[src/rtl/core101_pkg.sv]
// Shared constants and types for the core101 issue stage.
// Optional build macro CORE101_SB_BYPASS_EN is consumed by issue_scoreboard.
package core101_pkg;

    localparam int unsigned NREGS = 32;
    localparam int unsigned REG_W = 5;

    typedef logic [REG_W-1:0] reg_idx_t;

    localparam logic [2:0] SEL_ALU = 3'b001;
    localparam logic [2:0] SEL_LSU = 3'b010;
    localparam logic [2:0] SEL_VEC = 3'b100;

    typedef enum logic [1:0] {
        StEmpty,
        StHazard,
        StIssue
    } issue_state_e;

    function automatic logic sel_is_legal(input logic [2:0] sel);
        return (sel == SEL_ALU) || (sel == SEL_LSU) || (sel == SEL_VEC);
    endfunction

endpackage

[src/rtl/issue_scoreboard.sv]
// Register pending-write scoreboard: one set port, three clear ports, three lookups.
// With CORE101_SB_BYPASS_EN defined, same-cycle clears are visible to the lookups.
module issue_scoreboard #(
    parameter int unsigned NREGS = 32
) (
    input  logic                  clk_i,
    input  logic                  rst_ni,
    input  logic                  set_en_i,
    input  core101_pkg::reg_idx_t set_idx_i,
    input  logic                  clr0_en_i,
    input  core101_pkg::reg_idx_t clr0_idx_i,
    input  logic                  clr1_en_i,
    input  core101_pkg::reg_idx_t clr1_idx_i,
    input  logic                  clr2_en_i,
    input  core101_pkg::reg_idx_t clr2_idx_i,
    input  core101_pkg::reg_idx_t rs1_idx_i,
    input  core101_pkg::reg_idx_t rs2_idx_i,
    input  core101_pkg::reg_idx_t rd_idx_i,
    output logic                  rs1_busy_o,
    output logic                  rs2_busy_o,
    output logic                  rd_busy_o
);

    localparam int unsigned IdxSpan = 2 ** core101_pkg::REG_W;

    logic [NREGS-1:0]   pending_q;
    logic [NREGS-1:0]   pending_d;
    logic [NREGS-1:0]   clr_vec;
    logic [NREGS-1:0]   set_vec;
    logic [IdxSpan-1:0] busy_vec;

    always_comb begin
        clr_vec   = '0;
        set_vec   = '0;
        pending_d = '0;
        busy_vec  = '0;
        // Entry 0 stays zero: x0 is never tracked.
        for (int i = 1; i < int'(NREGS); i++) begin
            clr_vec[i] = (clr0_en_i && clr0_idx_i == core101_pkg::reg_idx_t'(i)) ||
                         (clr1_en_i && clr1_idx_i == core101_pkg::reg_idx_t'(i)) ||
                         (clr2_en_i && clr2_idx_i == core101_pkg::reg_idx_t'(i));
            set_vec[i] = set_en_i && (set_idx_i == core101_pkg::reg_idx_t'(i));
            // Set dominates a coincident clear.
            pending_d[i] = set_vec[i] | (pending_q[i] & ~clr_vec[i]);
`ifdef CORE101_SB_BYPASS_EN
            busy_vec[i] = pending_q[i] & ~clr_vec[i];
`else
            busy_vec[i] = pending_q[i];
`endif
        end
    end

    assign rs1_busy_o = busy_vec[rs1_idx_i];
    assign rs2_busy_o = busy_vec[rs2_idx_i];
    assign rd_busy_o  = busy_vec[rd_idx_i];

    always_ff @(posedge clk_i or negedge rst_ni) begin
        if (!rst_ni) begin
            pending_q <= '0;
        end else begin
            pending_q <= pending_d;
        end
    end

endmodule

[src/rtl/issue_unit.sv]
// Single-entry in-order issue stage with scoreboard hazard check and per-unit handshake.
// Build option CORE101_SB_BYPASS_EN lets done strobes clear hazards in the same cycle.
module issue_unit #(
    parameter int unsigned NREGS = core101_pkg::NREGS
) (
    input  logic       clock_in,
    input  logic       reset_in,
    input  logic       dec_valid_in,
    output logic       dec_ready_out,
    input  logic [2:0] exec_unit_sel_in,
    input  logic [3:0] exec_unit_uop_in,
    input  logic [4:0] rs1_in,
    input  logic [4:0] rs2_in,
    input  logic [4:0] rd_in,
    output logic       alu_valid_out,
    output logic       lsu_valid_out,
    output logic       vec_valid_out,
    input  logic       alu_ready_in,
    input  logic       lsu_ready_in,
    input  logic       vec_ready_in,
    output logic [3:0] issue_uop_out,
    output logic [4:0] issue_rd_out,
    input  logic       alu_done_in,
    input  logic       lsu_done_in,
    input  logic       vec_done_in,
    input  logic [4:0] alu_done_rd_in,
    input  logic [4:0] lsu_done_rd_in,
    input  logic [4:0] vec_done_rd_in,
    input  logic       flush_in,
    output logic       illegal_sel_out
);

    import core101_pkg::*;

    issue_state_e state_q, state_d;
    logic [2:0]   sel_q, sel_d;
    logic [3:0]   uop_q, uop_d;
    reg_idx_t     rd_q, rd_d;
    reg_idx_t     rs1_q, rs1_d;
    reg_idx_t     rs2_q, rs2_d;
    logic         illegal_q, illegal_d;

    reg_idx_t     lk_rs1, lk_rs2, lk_rd;
    logic         rs1_busy, rs2_busy, rd_busy;
    logic         hazard;
    logic         accept;
    logic         sb_set;

    // In EMPTY the incoming instruction is checked; otherwise the held one.
    assign lk_rs1 = (state_q == StEmpty) ? rs1_in : rs1_q;
    assign lk_rs2 = (state_q == StEmpty) ? rs2_in : rs2_q;
    assign lk_rd  = (state_q == StEmpty) ? rd_in  : rd_q;
    assign hazard = rs1_busy | rs2_busy | rd_busy;

    assign accept = (state_q == StIssue) &&
                    |(sel_q & {vec_ready_in, lsu_ready_in, alu_ready_in});

    issue_scoreboard #(
        .NREGS (NREGS)
    ) u_scoreboard (
        .clk_i      (clock_in),
        .rst_ni     (reset_in),
        .set_en_i   (sb_set),
        .set_idx_i  (rd_q),
        .clr0_en_i  (alu_done_in),
        .clr0_idx_i (alu_done_rd_in),
        .clr1_en_i  (lsu_done_in),
        .clr1_idx_i (lsu_done_rd_in),
        .clr2_en_i  (vec_done_in),
        .clr2_idx_i (vec_done_rd_in),
        .rs1_idx_i  (lk_rs1),
        .rs2_idx_i  (lk_rs2),
        .rd_idx_i   (lk_rd),
        .rs1_busy_o (rs1_busy),
        .rs2_busy_o (rs2_busy),
        .rd_busy_o  (rd_busy)
    );

    always_comb begin
        state_d   = state_q;
        sel_d     = sel_q;
        uop_d     = uop_q;
        rd_d      = rd_q;
        rs1_d     = rs1_q;
        rs2_d     = rs2_q;
        illegal_d = 1'b0;
        sb_set    = 1'b0;
        unique case (state_q)
            StEmpty: begin
                // A coincident flush discards the incoming instruction.
                if (dec_valid_in && !flush_in) begin
                    if (sel_is_legal(exec_unit_sel_in)) begin
                        sel_d   = exec_unit_sel_in;
                        uop_d   = exec_unit_uop_in;
                        rd_d    = rd_in;
                        rs1_d   = rs1_in;
                        rs2_d   = rs2_in;
                        state_d = hazard ? StHazard : StIssue;
                    end else begin
                        illegal_d = 1'b1;
                    end
                end
            end
            StHazard: begin
                if (flush_in) begin
                    state_d = StEmpty;
                end else if (!hazard) begin
                    state_d = StIssue;
                end
            end
            StIssue: begin
                // Accept beats flush: the destination still becomes pending.
                if (accept) begin
                    sb_set  = 1'b1;
                    state_d = StEmpty;
                end else if (flush_in) begin
                    state_d = StEmpty;
                end
            end
            default: state_d = StEmpty;
        endcase
    end

    always_ff @(posedge clock_in or negedge reset_in) begin
        if (!reset_in) begin
            state_q   <= StEmpty;
            sel_q     <= '0;
            uop_q     <= '0;
            rd_q      <= '0;
            rs1_q     <= '0;
            rs2_q     <= '0;
            illegal_q <= 1'b0;
        end else begin
            state_q   <= state_d;
            sel_q     <= sel_d;
            uop_q     <= uop_d;
            rd_q      <= rd_d;
            rs1_q     <= rs1_d;
            rs2_q     <= rs2_d;
            illegal_q <= illegal_d;
        end
    end

    assign dec_ready_out   = (state_q == StEmpty);
    assign alu_valid_out   = (state_q == StIssue) & sel_q[0];
    assign lsu_valid_out   = (state_q == StIssue) & sel_q[1];
    assign vec_valid_out   = (state_q == StIssue) & sel_q[2];
    assign issue_uop_out   = uop_q;
    assign issue_rd_out    = rd_q;
    assign illegal_sel_out = illegal_q;

endmodule
[config.mk]
export PLATFORM = sky130hd
export DESIGN_NAME = issue_unit
export DESIGN_NICKNAME = d
export VERILOG_FILES = /design/src/rtl/core101_pkg.sv /design/src/rtl/issue_scoreboard.sv /design/src/rtl/issue_unit.sv
export SDC_FILE = /design/constraint.sdc
export NUM_CORES = 1
export LEC_CHECK = 0
export ABC_AREA = 1
export CORE_MARGIN = 5
export CORE_UTILIZATION = 50
export DETAILED_ROUTE_END_ITERATION = 10
export PLACE_DENSITY = 0.87
export SETUP_SLACK_MARGIN = 0.05
export SLEW_MARGIN = 20
export SYNTH_ARGS = -nofsm -noshare
export SYNTH_HDL_FRONTEND = slang
export SYNTH_SLANG_ARGS = --single-unit
[constraint.sdc]
create_clock -name clock_in -period 1.77 [get_ports clock_in]
set_input_delay 0.354 -clock clock_in [delete_from_list [all_inputs] [get_ports clock_in]]
set_output_delay 0.354 -clock clock_in [all_outputs]
set_load 0.02 [all_outputs]
==> metrics <==
final wirelength=16000 um; chip height=103 um; WL met3=1620 um; sequential-to-total area share from yosys stat=32.6%; Post-synth EDFFs=0; routability cong.=0.985; DP Worst Slack=-0.249 ns; total of max-cap violations=0; antenna-violating nets left=0; Power Dens Cells=1630 mW/mm2; DRC viols=1; antenna violations before repair=0; I/O Buffers=60; r2r setup slk=-0.17 ns; worst setup path class=flip-flop to flip-flop; CTS sink cnt=56; Distinct cells, synth=27; Slew Limit Fails=0; share of layout cells above drive strength 1=12.8%; fin crit period=1.94 ns; Yosys top cell by area=dfrtp_1; asr flop ratio synth=100%; arrival time worst endpoint=2.17 ns; CP required=2.00 ns; DP HPWL=11700 um; CTS Buf Count=5; VDD IR max=0.668 mV; Final Setup Violations=2; outcome=finished with violations; num rows=33; # IOs=61; synth warn=0; Vias/cell=6.20; final critical-path setup slack=-0.171 ns; Inst Count DP=877; unrepaired setup endpoints after global routing=yes; post-route setup TNS=-0.329 ns; worst skew pair latency=0.32 ns; reg2reg path depth=13; leak pwr=2.70 nW; clock skew=0.00697 ns; final period utilization=110%; Synth Flop Type=dfrtp_1; count leader, synth=nand2_1; Fmax=0.515 GHz; core area=0.00830 mm2; M1 WL=6020 um; share of the synthesized area in the top cell type=32.6%; synth top area cells=dfrtp_1 (33%), nand2_1 (18%), nand3_1 (12%); Worst setup EP type=flip-flop; Synth Area per Inst=6.29 um2; Tot GR Track Use=29.0%; reg2reg end=state_q[0]; Non-Filler Instances=892; Worst-Margin Slew=0.575 ns; Initial Util=51.8%; post-DR wirelength/cell=17.9 um; placed instance area=0.00541 mm2; Mapped Cells=684; design area=0.00565 mm2; Slew Limit Headroom=61.5%; largest net degree at the start of global routing=57; vias in the first global route=5147; Synth Cell Area=0.00430 mm2; CTS tree=done; H-tree level count=2; Synth Register Bits=56; Post-Syn Nets=731; final hold vios=0; overflow left after global routing=0; Clock transition at path regs=0.11 ns; DR pass1 iterations=11; startpoint types=flip-flop; failing checks=design-rule violations, negative setup slack; CTS max path bufs=2; Max FO, Critical Path=10; class of the tightest hold or removal check=input port to async pin; Vias=5526; chip width=103 um; synthesis-to-finish area growth=31.4%; wire length on met2=7490 um; hold buffers post-CTS=0; Max Used Layer=met4; # nets final=833; Root Driver=clkbuf_8; FF-to-FF Start=state_q[0]; first-pass GRT wire length=24400 um; 1st-iter DRT viols=521; die area=0.0106 mm2; Post-synth top cells=nand2_1 (202), nand3_1 (101), inv_1 (95); ant diodes=0
worst max-delay path by stage:
stage | start | to | slack (ns)
finish | state_q[0] | state_q[0] | -0.17
global route | state_q[0] | state_q[0] | -0.31
CTS | state_q[1] | state_q[1] | -0.09
detailed placement | exec_unit_sel_in[1] | state_q[1] | -0.25
global placement | exec_unit_sel_in[0] | state_q[1] | -0.18
floorplan | state_q[1] | state_q[0] | 0.09
power breakdown:
part | total, mW | internal, mW | switching [mW] | leakage (nW)
Combinational | 6.42 | 2.51 | 3.90 | 1.93
Clock | 0.776 | 0.290 | 0.486 | 0.0423
Sequential | 2.01 | 1.65 | 0.362 | 0.733
Total | 9.21 | 4.45 | 4.75 | 2.70
stage by stage:
step	utilization (%)	hold slack, ns	total power [mW]
after floorplan	-	0.0584	5.56
after global placement	65.2	0.373	7.45
after detailed placement	65.2	0.377	7.69
after CTS	66.4	0.0293	8.48
after global routing	68.1	0.0333	9.78
final	68.1	0.00126	9.21
final cells by class:
| class | count | area, um2 |
|---|---|---|
| fill | 690 | 2650 |
| multi-input combinational | 509 | 2480 |
| inverter | 97 | 367 |
| tap | 105 | 131 |
| timing repair buffer | 117 | 1170 |
| clock inverter | 3 | 26.3 |
| sequential | 56 | 1400 |
| clock buffer | 5 | 68.8 |
cell usage in the layout, fill, tap and decap left out, types with 10 or more instances in the layout:
cell             netlist  layout
buf_12                 0      10
dfrtp_1               56      55
o22ai_1               31      31
nand2_1              202     194
nand3_1              101     100
nor2_1                37      37
inv_1                 95      95
buf_4                  5      43
clkdlybuf4s50_1        0      49
o21ai_0               77      75
nand2_2                5      11
nand4_1               28      28
registers in the layout, summed over array words and instances, names as in the netlist:
register and cells:
rs2_q 5, illegal_sel_out 1, rs1_q 5, issue_rd_out 5, sel_q 3, state_q 2
u_scoreboard.pending_q 31, issue_uop_out 4
worst max-delay path, cell delays in order (launching register included):
cell and delay [ns]:
dfrtp_2 0.46, nor2_4 0.21, buf_6 0.15, nand2_2 0.08, nand2_4 0.14, nand2_1 0.08
nand3_1 0.10, nand3_2 0.08, nand3_1 0.12, nand3_1 0.12, nand2_2 0.12, nand3_1 0.08
nand2_1 0.06, inv_1 0.04
routing by layer:
layer  GRT usage, %  vias to the layer above
met5              0                        -
met4           14.9                        0
met3           3.99                       91
met2           48.1                      422
met1           37.0                     2536
li1               -                     2477
cell families after synthesis:
group                  Yosys count  synth area share, %
AND/OR/NAND/NOR                377                 38.2
buffers and inverters          121                 11.7
multiplexers                     4                 1.05
flip-flops                      56                 32.6
AO/OA/AOI/OAI                  126                 16.5
repair_timing:
action / CTS / global route
cloned: 0 / 4
endpoints found under the setup margin: 11 / 15
setup buffers: 0 / 3
pin swaps: 1 / 6
resized for setup: 27 / 19
Power figures use the tool's default switching activity.
